[config.mk]
export PLATFORM = sky130hd
export DESIGN_NAME = rr_mux_arb_flat
export DESIGN_NICKNAME = d
export VERILOG_FILES = /design/src/rtl/rr_mux_arb_if.sv /design/src/rtl/rr_mux_arb.sv /design/src/flat_wrapper.sv
export SDC_FILE = /design/constraint.sdc
export NUM_CORES = 1
export LEC_CHECK = 0
export CORE_MARGIN = 1
export CORE_UTILIZATION = 36
export DETAILED_ROUTE_END_ITERATION = 10
export PLACE_DENSITY_LB_ADDON = 0.05
export REMOVE_ABC_BUFFERS = 1
export SETUP_SLACK_MARGIN = 0.5
export SLEW_MARGIN = 10
export SYNTH_ARGS = -nofsm -noshare
export SYNTH_HDL_FRONTEND = slang
export SYNTH_SLANG_ARGS = --single-unit
export TNS_END_PERCENT = 100
[constraint.sdc]
create_clock -name clk -period 2.95 [get_ports clk]
set_input_delay 0.885 -clock clk [delete_from_list [all_inputs] [get_ports clk]]
set_output_delay 0.885 -clock clk [all_outputs]
set_load 0.01 [all_outputs]
[src/rtl/rr_mux_arb_if.sv]
// Bus bundle for rr_mux_arb: M upstream channels in, one registered
// stream out. The arbiter connects through the slave modport. The
// master modport is the view of whatever drives the channels and
// consumes the output.
interface rr_mux_arb_if #(
  parameter int N  = 8,
  parameter int M  = 4,
  parameter int SW = 2
);
  logic [M*N-1:0] I;    // flattened channel data, channel k at [k*N +: N]
  logic [M-1:0]   V;    // per-channel valid
  logic [M-1:0]   R;    // per-channel ready (one-hot grant)
  logic           MD;   // 0 = fixed select, 1 = round-robin
  logic [SW-1:0]  SEL;  // channel index used in fixed mode
  logic [N-1:0]   F;    // registered selected data
  logic           FV;   // F holds valid data
  logic           FR;   // downstream ready
  logic [SW-1:0]  S;    // index of the channel whose data is in F

  modport master (
    output I, V, MD, SEL, FR,
    input  R, F, FV, S
  );

  modport slave (
    input  I, V, MD, SEL, FR,
    output R, F, FV, S
  );
endinterface

[src/rtl/rr_mux_arb.sv]
// Round-robin / fixed-select multiplexing arbiter with a single output
// register. Each cycle the output register is free when it is empty or
// being consumed. A free register takes one channel: either the channel
// named by SEL, or the next valid channel after the last one granted.
// The ready to the winning channel is combinational. The chosen datum
// appears on F one cycle after the handshake.
module rr_mux_arb #(
  parameter int N  = 8,
  parameter int M  = 4,
  parameter int SW = 2
) (
  input  logic          clk,
  input  logic          reset,
  rr_mux_arb_if.slave   bus
);

  // Output register and round-robin pointer
  logic [N-1:0]  r_f;
  logic [SW-1:0] r_s;
  logic          r_fv;
  logic [SW-1:0] r_ptr;

  // Arbitration wires
  logic [N-1:0]  w_ch_data [M];
  logic          w_free;
  logic          w_fix_found;
  logic [SW-1:0] w_fix_idx;
  logic          w_rr_found;
  logic [SW-1:0] w_rr_idx;
  logic          w_gnt;
  logic [SW-1:0] w_gnt_idx;
  logic [M-1:0]  w_gnt_oh;
  logic [N-1:0]  w_gnt_data;

  // Unpack the flattened channel bus into one word per channel
  generate
    for (genvar gi = 0; gi < M; gi++) begin : g_unpack
      assign w_ch_data[gi] = bus.I[gi*N +: N];
    end
  endgenerate

  // The register can accept a new word when empty or when its content
  // leaves this cycle; this gives one transfer per cycle when streaming.
  assign w_free = ~r_fv | bus.FR;

  // Fixed mode: SEL wins only if it names an existing, valid channel.
  // An out-of-range SEL matches no k, so it yields no grant.
  always_comb begin
    w_fix_found = 1'b0;
    w_fix_idx   = '0;
    for (int k = 0; k < M; k++) begin
      if ((bus.SEL == SW'(k)) && bus.V[k]) begin
        w_fix_found = 1'b1;
        w_fix_idx   = SW'(k);
      end
    end
  end

  // Round-robin: scan ptr+1, ptr+2, ... wrapping after M-1 and ending at
  // ptr. The outer loop is the search order; the inner loop maps the
  // wrapped position to a constant channel index, so the winner is the
  // first valid channel found.
  always_comb begin
    w_rr_found = 1'b0;
    w_rr_idx   = '0;
    for (int i = 1; i <= M; i++) begin
      for (int k = 0; k < M; k++) begin
        if (!w_rr_found && bus.V[k] &&
            ((int'(r_ptr) + i == k) || (int'(r_ptr) + i == k + M))) begin
          w_rr_found = 1'b1;
          w_rr_idx   = SW'(k);
        end
      end
    end
  end

  // Combine the mode choice with register availability
  assign w_gnt     = w_free & (bus.MD ? w_rr_found : w_fix_found);
  assign w_gnt_idx = bus.MD ? w_rr_idx : w_fix_idx;

  // One-hot ready toward the winning channel
  generate
    for (genvar gi = 0; gi < M; gi++) begin : g_ready
      assign w_gnt_oh[gi] = w_gnt && (w_gnt_idx == SW'(gi));
    end
  endgenerate

  // Ready is forced low while reset is asserted, so no channel believes
  // its word was taken by a register that is being cleared.
  assign bus.R = reset ? '0 : w_gnt_oh;

  // Select the granted channel's data
  always_comb begin
    w_gnt_data = '0;
    for (int k = 0; k < M; k++) begin
      if (w_gnt_oh[k]) begin
        w_gnt_data = w_ch_data[k];
      end
    end
  end

  // Output register: load on grant; go empty when free but nothing is
  // granted (F and S keep the old word); hold everything during a stall.
  always_ff @(posedge clk or posedge reset) begin
    if (reset) begin
      r_f  <= '0;
      r_s  <= '0;
      r_fv <= 1'b0;
    end else if (w_free) begin
      if (w_gnt) begin
        r_f  <= w_gnt_data;
        r_s  <= w_gnt_idx;
        r_fv <= 1'b1;
      end else begin
        r_fv <= 1'b0;
      end
    end
  end

  // Pointer tracks the last round-robin winner. It resets to M-1 so that
  // channel 0 is searched first, and it does not move in fixed mode.
  always_ff @(posedge clk or posedge reset) begin
    if (reset) begin
      r_ptr <= SW'(M - 1);
    end else if (w_gnt && bus.MD) begin
      r_ptr <= w_gnt_idx;
    end
  end

  assign bus.F  = r_f;
  assign bus.S  = r_s;
  assign bus.FV = r_fv;

endmodule

[src/flat_wrapper.sv]
// flat-port wrapper written by rule: the top's interface ports become plain ports
module rr_mux_arb_flat 
#(
  parameter int N  = 8,
  parameter int M  = 4,
  parameter int SW = 2
)
  (clk, reset, bus_I, bus_V, bus_MD, bus_SEL, bus_FR, bus_R, bus_F, bus_FV, bus_S);
  rr_mux_arb_if #(.N(N), .M(M), .SW(SW)) bus_i ();
  input  logic clk;
  input  logic reset;
  input wire logic [$bits(bus_i.I)-1:0] bus_I;
  input wire logic [$bits(bus_i.V)-1:0] bus_V;
  input wire logic [$bits(bus_i.MD)-1:0] bus_MD;
  input wire logic [$bits(bus_i.SEL)-1:0] bus_SEL;
  input wire logic [$bits(bus_i.FR)-1:0] bus_FR;
  output wire logic [$bits(bus_i.R)-1:0] bus_R;
  output wire logic [$bits(bus_i.F)-1:0] bus_F;
  output wire logic [$bits(bus_i.FV)-1:0] bus_FV;
  output wire logic [$bits(bus_i.S)-1:0] bus_S;
  assign bus_i.I = bus_I;
  assign bus_i.V = bus_V;
  assign bus_i.MD = bus_MD;
  assign bus_i.SEL = bus_SEL;
  assign bus_i.FR = bus_FR;
  assign bus_R = bus_i.R;
  assign bus_F = bus_i.F;
  assign bus_FV = bus_i.FV;
  assign bus_S = bus_i.S;
  rr_mux_arb #(.N(N), .M(M), .SW(SW)) u_core (.clk(clk), .reset(reset), .bus(bus_i));
endmodule
* Word level (Yosys, flattened, before mapping)
Index checks and enable logic that the tools add are counted.
** Storage, ports and cells
- Bits in registers :: 13
- Input port bits :: 42
- Output and inout port bits :: 15
- Word-level logic and storage cells :: 169
** Operators by class
- Add/subtract/negate cells :: 4
- Eq/ne operators :: 34
- Mux-type cells :: 46
- Bitwise gates (word level) :: 3
- Reductions and logical operators :: 78
** Operator list (count)
- == test 32 x 4 -> 1 bit, second input constant :: 16
- == test 32 x 3 -> 1 bit, second input constant :: 8
- == test 32 x 2 -> 1 bit, second input constant :: 4
- zero test 32 bit :: 4
- logical AND 1 bit :: 40
- two-way mux 2 bit :: 17
- two-way mux 8 bit :: 4
- two-way mux 1 bit :: 24
- logical OR 1 bit :: 16
- zero test 1 bit :: 15
- == test 2 bit, second input constant :: 4
- adder 2 x 2 -> 3 bit, second input constant :: 2
- adder 2 x 3 -> 4 bit, second input constant :: 1
- == test 2 x 1 -> 1 bit, second input constant :: 2
- zero test 2 bit :: 2
- two-way mux 4 bit :: 1
- adder 2 x 1 -> 3 bit, second input constant :: 1
- AND reduction 2 bit :: 1
- AND 1 bit :: 1
- NOT 1 bit :: 1
- bitwise OR 1 bit :: 1

* Longest topological paths before layout
Gate-level depths: netlist of run 1.
- Depth in word-level cells :: 72
- Mapped depth :: 6
- Depth with buffers taken out :: 5

* Least setup slack after synthesis of run 1
Ideal clock, no wire load.
- Path type :: input to output
- Start :: input port bus_V[2]
- End :: output port bus_R[1]
- Arrival :: 2.071 ns
- Data required time :: 2.065 ns
- Path slack :: -0.006 ns
- Cell stages on the path :: 4
- Buffers on the path :: 1
- Cells stage by stage :: or3b_1 a41o_1 buf_6 nor4_1
** On the way
- Word-level cells in the longest chain between the ends :: 59
- Elaborated cells on any way between the ends :: 80
- Those cells by class :: 1 x eq/ne; 35 x mux; 1 x bitwise; 43 x reduce/logical
** RTL lines
- start: declaration :: line flat_wrapper.sv:13 : input wire logic [$bits(bus_i.V)-1:0] bus_V;
- logical AND 1 bit (2 in series) :: line rr_mux_arb.sv:68 : if (!w_rr_found && bus.V[k] &&
- two-way mux 1 bit :: line rr_mux_arb.sv:68
- zero test 1 bit :: line rr_mux_arb.sv:68
- logical AND 1 bit (2 in series) :: line rr_mux_arb.sv:68
- two-way mux 1 bit :: line rr_mux_arb.sv:68
- zero test 1 bit :: line rr_mux_arb.sv:68
- logical AND 1 bit (2 in series) :: line rr_mux_arb.sv:68
- two-way mux 1 bit :: line rr_mux_arb.sv:68
- [... 39 more ...]
- two-way mux 1 bit :: line rr_mux_arb.sv:68
- zero test 1 bit :: line rr_mux_arb.sv:68
- logical AND 1 bit (2 in series) :: line rr_mux_arb.sv:68
- two-way mux 2 bit / two-way mux 1 bit (equally long branches) :: line rr_mux_arb.sv:68
- two-way mux 2 bit / two-way mux 1 bit (equally long branches) :: line rr_mux_arb.sv:79, rr_mux_arb.sv:78
- == test 2 x 1 -> 1 bit / AND 1 bit (equally long branches) :: line rr_mux_arb.sv:84, rr_mux_arb.sv:78
- logical AND 1 bit * :: line rr_mux_arb.sv:84 : assign w_gnt_oh[gi] = w_gnt && (w_gnt_idx == SW'(gi));
- two-way mux 4 bit * :: line rr_mux_arb.sv:90 : assign bus.R = reset ? '0 : w_gnt_oh;
- end: declaration :: line flat_wrapper.sv:17 : output wire logic [$bits(bus_i.R)-1:0] bus_R;
Mark *: on every way between the ends. The rest lies on a longest branch, timed or not.

* Final worst setup path of run 1
Ends and elaborated chain as after synthesis.

==> metrics, run 1 <==
register area share after synthesis 0.359; max_cap viols 0; total gr overflow 0; area of the multi-input gates 614 um2; chip height 52.4 um; Final #Nets 222; Max Fanout on Critical Path 4; Pre-Repair DR Iteration Count 4; synth warn 0; # H-tree levels 1; asr flop ratio synth 1.00; P&R area growth vs syn 99.5%; largest net degree at the start of global routing 14; DPL Wire Length 2150 um; worst path required time 2.07 ns; min Tclk post-route 3.04 ns; Total Routing Usage GR 0.230; final hold vios 0; die area 2740 um2; crit path capture type output port; Slew Limit Fails 0; Sink Count 13; Static Leakage 0.837 nW; Hold WC Path Type register to register; Worst Hold Slack 0.483 ns; I/O pin count 57; share of the synthesized area in the top cell type 0.301; final worst-path cycle share 1.03; Total Wirelength 3350 um; global-route wire length before repair 4460 um; worst reg2reg path depth 7; number of antenna violations at the first check in global routing 0; final setup margin -0.0949 ns; Fmax 328 MHz; power density cells 492 nW/um2; drc violations 0; Max stage delay on crit path 0.24 ns; core area 2300 um2; hold endpoint u_core.bus.S[1]$_DFFE_PP0P_; Clock Path Buffers 2; average wire per standard cell 16.2 um; r2r setup slk 0.98 ns; hold_sp u_core.bus.S[1]$_DFFE_PP0P_; Synth Area per Inst 9.82 um2; slowest CP cell nor4_4; Syn Inst Count 93; Die W 52.4 um; Initial Util 0.398; Synth Register Bits 13; ANT cells 0; CTS tree built; status complete, but fails checks; TNS Setup -0.233 ns; dpl ws -0.988 ns; Clock Latency Late Sink 0.30 ns; post-route ant nets 0; share of cells above drive strength 1 0.318; worst clock skew 0.0119 ns; hold_buf cts 0; synth unique cells 31; Critical R2R Capture u_core.bus.F[4]$_DFFE_PP0P_; Post-synth top cells mux2i_1, nand2_1, dfrtp_1; Critical Path Start Type primary input; Post-synth EDFFs 0; RSZ-0062 raised after global routing yes; max_slew headroom 0.766; port buffer count 56; First DRT Iteration DRCs 21; DP Cell Count 193; Worst EP arrival 2.16 ns; Worst R2R Start u_core.r_ptr[1]$_DFFE_PP1P_; Layout fillers 149; CP Cell Sequence buf_8, buf_4, nor3b_2, a31oi_1, a41o_1, buf_6, nor4_4, buf_2; top_reg_cell synth dfrtp_1; Final setup viols 4; DR vias 1096; CTS clk-pin slew, worst paths 0.10 ns; worst slew pin tran 0.351 ns; dominant cell type by area after synthesis dfrtp_1; Peak VDD IR 422 uV; num rows 17; non-filler cells, final 207; synth top area cells dfrtp_1, mux2i_1, o221ai_1, nand2_1, dfstp_2; most common cell in the netlist mux2i_1; vias in the first global route 996; gp weighted congestion 0.764; WHS Path Cells 2; Worst Path Class, Setup primary input to output port; Root Buffer clkbuf_4; failing checks negative setup slack; synthesized area 913 um2; Inserted Clock Buffers 3; vias per cell 5.29; final total power 0.897 mW; Sequential Area 328 um2
==> cell usage in the layout (no fill, tap or decap), types with 2 or more instances in the layout <==
cell type        synthesis  final
clkdlybuf4s50_1          0     45
buf_4                    0     24
mux2i_1                 17     17
nand2_1                 15     15
dfrtp_1                 11     11
o221ai_1                 8      8
buf_6                    2      6
buf_2                    1      5
nand2b_1                 4      4
inv_1                    3      3
clkbuf_4                 0      3
mux2_4                   0      2
nor2_1                   4      2
o21ai_1                  0      2
buf_8                    0      2
dfstp_2                  2      2
==> timing repair <==
item                       in CTS  in global routing
cloned                          0                  1
buffers inserted                6                  3
resized for setup              63                 10
setup endpoints to repair      15                  4
pin swaps                       7                 12
==> layer usage <==
metal / up-vias / track usage / part of all wire
li1: 527 / - / -
met1: 522 / 0.262 / 0.39
met2: 40 / 0.418 / 0.52
met3: 7 / 0.0464 / 0.064
met4: 0 / 0.0789 / 0.023
met5: - / 0 / 0
==> sequential cells by signal (all words and copies together) (netlist names) <==
| signal | flops |
|---|---|
| u_core.bus.S | 2 |
| u_core.bus.FV | 1 |
| u_core.bus.F | 8 |
| u_core.r_ptr | 2 |
==> worst max path at each step <==
stage	from	endpoint	cells past startpoint	slack, ns
floorplan	bus_SEL[1]	bus_R[0]	5	-0.28
global placement	bus_V[3]	bus_R[3]	5	-0.92
detailed placement	bus_V[3]	bus_R[1]	5	-0.99
CTS	bus_V[2]	bus_R[3]	6	-0.09
global route	bus_V[2]	bus_R[1]	8	-0.15
finish	bus_V[2]	bus_R[1]	8	-0.09
==> cell families (layout without fill, tap and decap cells) <==
family | Yosys count | in the layout | share of synthesized area
muxes | 21 | 21 | 0.248
AOI/OAI and AO/OA | 19 | 19 | 0.166
buffers and inverters | 6 | 92 | 0.0425
and+or+nand+nor | 34 | 34 | 0.185
DFF | 13 | 13 | 0.359
==> power by group <==
part           leakage, nW  internal, mW  switching, mW
sequential           0.154         0.242         0.0354
clock               0.0150        0.0528         0.0717
combinational        0.668         0.292          0.202
total                0.837         0.588          0.309
==> metrics by stage <==
step / utilization / area, um2
final: 0.793 / 1820
after global routing: 0.793 / 1820
after CTS: 0.759 / 1740
after detailed placement: 0.712 / 1640
after global placement: 0.712 / 1640
after floorplan: - / 886
==> critical path: cells and delay by family <==
family	cells	cell delay [ns]
AND/OR/NAND/NOR	2	0.44
buffers and inverters	4	0.54
AO/OA/AOI/OAI	2	0.28
==> cell type report <==
cell class | count | share of cell area
clock buffer | 4 | 0.0144
inverter | 3 | 0.00618
multi-input combinational | 74 | 0.337
sequential | 13 | 0.180
tap | 28 | 0.0192
timing repair buffer | 85 | 0.443
(Power assumes the default switching activity.)
==> inputs of run 2 (changes only) <==
Clock period 2.95 ns to 3.3 ns, I/O delays scaled along.
==> run 2 against run 1 <==
The flow now finishes without violations. Non-clock buffer count is 6 lower. Sequential power shrank 9.7%. Global-route usage up 0.99 points. Clock power is 19% lower. Cell count shrank 2.9%. Hold slack improved by 0.011 ns. Combinational power fell by 13%. Routed wire length down 3.4%. Critical path type unchanged. Highest routed layer unchanged.
==> metrics, run 2 (synthesis results as in run 1) <==
dpl ws -0.851 ns (was -0.988 ns); Clock Latency Late Sink 0.28 ns (was 0.30 ns); First DRT Iteration DRCs 9 (was 21); WHS Path Cells 2 (unchanged); Max Fanout on Critical Path 4 (unchanged); most frequent cells in the layout clkdlybuf4s50_1, buf_4, mux2i_1 (unchanged); worst path required time 2.31 ns (was 2.07 ns); Total Routing Usage GR 0.239 (was 0.230); gp weighted congestion 0.770 (was 0.764); Sink Count 13 (unchanged); Worst Hold Slack 0.493 ns (was 0.483 ns); hold endpoint u_core.bus.F[6]$_DFFE_PP0P_ (was u_core.bus.S[1]$_DFFE_PP0P_); Peak VDD IR 380 uV (was 422 uV); share of cells above drive strength 1 0.335 (was 0.318); Initial Util 0.398 (unchanged); Largest register FFs 8 (unchanged); crit path capture type output port (unchanged); final setup margin 0.0949 ns (was -0.0949 ns); Slew Limit Fails 0 (unchanged); Critical R2R Capture u_core.bus.F[4]$_DFFE_PP0P_ (unchanged); max_slew headroom 0.755 (was 0.766); Inserted Clock Buffers 3 (unchanged); num rows 17 (unchanged); area of the multi-input gates 672 um2 (was 614 um2); Die W 52.4 um (unchanged); number of antenna violations at the first check in global routing 0 (unchanged); final hold vios 0 (unchanged); Sequential Area 328 um2 (unchanged); DPL Wire Length 2170 um (was 2150 um); port buffer count 56 (unchanged); Clock Path Buffers 2 (unchanged); CTS tree built (unchanged); Worst EP arrival 2.22 ns (was 2.16 ns); max_cap viols 0 (unchanged); DR vias 1093 (was 1096); min Tclk post-route 3.21 ns; RSZ-0062 raised after global routing yes (unchanged); Layout fillers 156 (was 149); most common cell after layout, fill and taps aside clkdlybuf4s50_1 (unchanged); chip height 52.4 um (unchanged); Util after Layout 0.783 (was 0.793); power density cells 435 nW/um2 (was 492 nW/um2); I/O pin count 57 (unchanged); final total power 0.783 mW (was 0.897 mW); r2r setup slk 1.29 ns (was 0.98 ns); Final #Nets 216 (was 222); Pre-Repair DR Iteration Count 4 (unchanged); vias in the first global route 1074 (was 996); Worst Path Class, Setup primary input to output port (unchanged); Static Leakage 0.817 nW (was 0.837 nW); Final setup viols 0 (was 4); Worst R2R Start u_core.r_ptr[1]$_DFFE_PP1P_ (unchanged); ANT cells 0 (unchanged); die area 2740 um2 (unchanged); hold_buf cts 0 (unchanged); final instance area 1800 um2 (was 1820 um2); worst clock skew 0.0118 ns (was 0.0119 ns); drc violations 0 (unchanged); Root Buffer clkbuf_4 (unchanged); post-route ant nets 0 (unchanged); hold_sp u_core.bus.F[6]$_DFFE_PP0P_ (was u_core.bus.S[1]$_DFFE_PP0P_); status completed (was complete, but fails checks); average wire per standard cell 16.1 um (was 16.2 um); worst slew pin tran 0.366 ns (was 0.351 ns); Critical Path Start Type primary input (unchanged); placed cell area 1590 um2 (was 1640 um2); # H-tree levels 1 (unchanged); Fmax 312 MHz; Hold WC Path Type register to register (unchanged); vias per cell 5.44 (was 5.29); total gr overflow 0 (unchanged); P&R area growth vs syn 97.0% (was 99.5%); Total Wirelength 3240 um (was 3350 um); global-route wire length before repair 4800 um (was 4460 um); largest net degree at the start of global routing 14 (unchanged); core area 2300 um2 (unchanged); worst reg2reg path depth 6 (was 7); CTS clk-pin slew, worst paths 0.07 ns (was 0.10 ns); final worst-path cycle share 0.971
[run 2: what timing repair did]
item,in CTS,in global routing
hold endpoints to repair,0,0
setup endpoints to repair,11,4
buffers inserted,7,1
pin swaps,7,9
resized for setup,65,19
[run 2: metal layers]
metal / track usage / up-vias / wire length (um)
li1: - / 514 / -
met1: 0.274 / 520 / 1260
met2: 0.418 / 51 / 1650
met3: 0.0754 / 8 / 243
met4: 0.0746 / 0 / 76
met5: 0 / - / 0
[run 2: worst max-delay path, stage by stage]
cell	delay, ns
buf_6	0.09
mux4_2	0.36
o2bb2ai_4	0.06
or2_4	0.28
nor4_4	0.25
buf_2	0.17
[run 2: worst max-delay path by stage]
stage | to | start | cells past startpoint | slack, ns
6_report | bus_R[1] | bus_SEL[0] | 6 | 0.09
5_1_grt | bus_R[3] | bus_V[2] | 6 | 0.06
4_1_cts | bus_R[3] | bus_V[2] | 6 | 0.03
3_5_place_dp | bus_R[3] | bus_V[3] | 5 | -0.85
3_3_place_gp | bus_R[1] | bus_V[3] | 5 | -0.78
2_1_floorplan | bus_R[0] | bus_SEL[1] | 5 | -0.14
[run 2: through the flow]
stage	setup TNS [ns]	std cells
2_1_floorplan	-0.411	90
3_3_place_gp	-2.86	189
3_5_place_dp	-3.05	189
4_1_cts	0	200
5_1_grt	0	201
6_report	0	201
[run 2: layout make-up]
| type | instances | share of cell area |
|---|---|---|
| flip-flops and latches | 13 | 0.182 |
| multi-input cells | 74 | 0.373 |
| inverters | 3 | 0.00626 |
| clock buffers | 4 | 0.0146 |
| well taps | 28 | 0.0195 |
| repair buffers | 79 | 0.404 |
[run 2: power by group]
part | leakage, nW | switching (mW) | internal, mW | total [mW]
sequential | 0.154 | 0.0340 | 0.217 | 0.251
combinational | 0.647 | 0.185 | 0.245 | 0.430
clock | 0.0150 | 0.0544 | 0.0469 | 0.101
total | 0.817 | 0.274 | 0.509 | 0.783
==> inputs of run 3 (changes only) <==
Settings changed: CORE_UTILIZATION 36 to 33.
Clock period 3.3 ns to 2.75 ns, I/O delays scaled along.
==> run 3 against run 2 <==
Count of clock-buffer cells in the layout is the same. First-iteration DRC count grew 56%. Non-clock buffer count grew 3. Clock skew shrank 0.0072 ns. Die area grew 8.7%. Hold slack lost 0.012 ns. Cell area shrank 0.35%. The run now ends with negative setup slack left. Sequential power grew 19%. Critical endpoint is now bus_R[3].
==> metrics, run 3 (synthesis results as in run 1) <==
r2r setup slk 0.84 ns (was 1.29 ns); final hold vios 0 (unchanged); max_slew headroom 0.720 (was 0.755); combinational power share 0.549 (was 0.550); TNS Setup -0.367 ns (was 0 ns); core area 2540 um2 (was 2300 um2); Critical R2R Capture u_core.bus.F[0]$_DFFE_PP0P_ (was u_core.bus.F[4]$_DFFE_PP0P_); DR vias 1046 (was 1093); Sink Count 13 (unchanged); Worst Path Class, Setup primary input to output port (unchanged); min Tclk post-route 2.87 ns; most frequent cells in the layout clkdlybuf4s50_1, buf_4, mux2i_1 (unchanged); RSZ-0062 raised after global routing yes (unchanged); total gr overflow 0 (unchanged); hold endpoint u_core.bus.S[0]$_DFFE_PP0P_ (was u_core.bus.F[6]$_DFFE_PP0P_); vias per cell 5.08 (was 5.44); hold_sp u_core.bus.S[0]$_DFFE_PP0P_ (was u_core.bus.F[6]$_DFFE_PP0P_); worst slew pin tran 0.415 ns (was 0.366 ns); worst path required time 1.93 ns (was 2.31 ns); Clock Latency Late Sink 0.27 ns (was 0.28 ns); post-route ant nets 0 (unchanged); Top Metal Used met3 (was met4); dpl ws -0.983 ns (was -0.851 ns); average wire per standard cell 13.9 um (was 16.1 um); die area 2980 um2 (was 2740 um2); Worst R2R Start u_core.r_ptr[1]$_DFFE_PP1P_ (unchanged); Root Buffer clkbuf_4 (unchanged); global-route wire length before repair 4330 um (was 4800 um); Total Routing Usage GR 0.201 (was 0.239); met2 WL 1520 um (was 1650 um); num rows 18 (was 17); Largest register FFs 8 (unchanged); Worst EP arrival 2.05 ns (was 2.22 ns); most common cell after layout, fill and taps aside clkdlybuf4s50_1 (unchanged); switch share 0.333 (was 0.350); vias in the first global route 1021 (was 1074); Peak VDD IR 315 uV (was 380 uV); worst reg2reg path depth 7 (was 6); worst clock skew 0.00468 ns (was 0.0118 ns); drc violations 0 (unchanged); status complete, but fails checks (was completed); Final #Nets 219 (was 216); Hold WC Path Type register to register (unchanged); CTS clk-pin slew, worst paths 0.08 ns (was 0.07 ns); largest net degree at the start of global routing 14 (unchanged); Int Power 0.615 mW (was 0.509 mW); Fmax 348 MHz; I/O pin count 57 (unchanged); sequential share of power 0.325 (was 0.321); Final setup viols 4 (was 0); chip height 54.6 um (was 52.4 um); share of cells above drive strength 1 0.318 (was 0.335); power density cells 514 nW/um2 (was 435 nW/um2); failing checks negative setup slack; gp weighted congestion 0.686 (was 0.770); Die W 54.6 um (was 52.4 um); port buffer count 56 (unchanged); met3 wire len 135 um (was 243 um); final total power 0.921 mW (was 0.783 mW); max_cap viols 0 (unchanged); DPL Wire Length 2220 um (was 2170 um); Pre-Repair DR Iteration Count 4 (unchanged); crit path capture type output port (unchanged); number of antenna violations at the first check in global routing 0 (unchanged); final worst-path cycle share 1.04; final instance area 1790 um2 (was 1800 um2); final setup margin -0.122 ns (was 0.0949 ns); # H-tree levels 1 (unchanged); CTS tree built (unchanged); M1 WL 1200 um (was 1260 um); placed cell area 1630 um2 (was 1590 um2); Clock Path Buffers 2 (unchanged); ANT cells 0 (unchanged); Switch Pwr 0.307 mW (was 0.274 mW); P&R area growth vs syn 96.3% (was 97.0%); Max Fanout on Critical Path 4 (unchanged); Initial Util 0.359 (was 0.398); Slew Limit Fails 0 (unchanged); Critical Path Start Type primary input (unchanged); First DRT Iteration DRCs 14 (was 9); WHS Path Cells 2 (unchanged); clock power share 0.126 (was 0.129); Total Wirelength 2860 um (was 3240 um); Static Leakage 0.808 nW (was 0.817 nW); Inserted Clock Buffers 3 (unchanged)
-- run 3: cell types whose count changed in the layout (fill, tap and decap cells not counted), sizes merged --
cell           change
clkdlybuf4s15      +1
buf                +3
clkdlybuf4s50      +1
dlymetal6s2s       -1
clkbuf             -1
-- run 3: power groups by stage --
stage	sequential (mW)	combinational (mW)	clock (mW)
finish	0.299	0.506	0.117
global route	0.309	0.541	0.132
CTS	0.300	0.483	0.121
detailed placement	0.302	0.457	0
global placement	0.301	0.446	0
floorplan	0.319	0.185	0
-- run 3: per-stage QoR --
step / util / hold slack (ns) / cells
after floorplan: - / 0.466 / 90
after global placement: 0.639 / 0.461 / 195
after detailed placement: 0.639 / 0.472 / 195
after CTS: 0.679 / 0.493 / 204
after global routing: 0.705 / 0.526 / 206
final: 0.705 / 0.482 / 206
-- run 3: area by class of cell --
| type | count | area (um2) |
|---|---|---|
| timing repair buffer | 82 | 759 |
| inverter | 3 | 11.3 |
| clock buffer | 4 | 26.3 |
| fill | 208 | 752 |
| tap | 30 | 37.5 |
| sequential | 13 | 328 |
| multi-input combinational | 74 | 631 |
-- run 3: per-layer routing --
layer | global-route usage | vias to the layer above
li1 | - | 516
met1 | 0.227 | 491
met2 | 0.394 | 39
met3 | 0.0250 | 0
met4 | 0.0385 | 0
met5 | 0 | -
-- run 3: worst max-delay path by stage --
| stage | start | to | slack, ns | cells after the start |
|---|---|---|---|---|
| floorplan | bus_SEL[1] | bus_R[0] | -0.36 | 5 |
| global placement | bus_V[3] | bus_R[1] | -0.94 | 6 |
| detailed placement | bus_V[3] | bus_R[1] | -0.98 | 5 |
| CTS | bus_V[2] | bus_R[1] | -0.17 | 6 |
| global route | bus_V[2] | bus_R[1] | -0.18 | 6 |
| finish | bus_V[2] | bus_R[3] | -0.12 | 6 |
-- run 3: critical path, stage by stage --
cell,delay (ns)
buf_8,0.10
or3b_1,0.35
a41o_1,0.28
buf_6,0.14
nor4_4,0.19
buf_2,0.17
-- run 3: what timing repair did --
item / in CTS / in global routing
setup endpoints to repair: 16 / 5
hold buffers: 0 / 0
pin swaps: 11 / 8
resized for setup: 63 / 11
setup buffers: 5 / 2
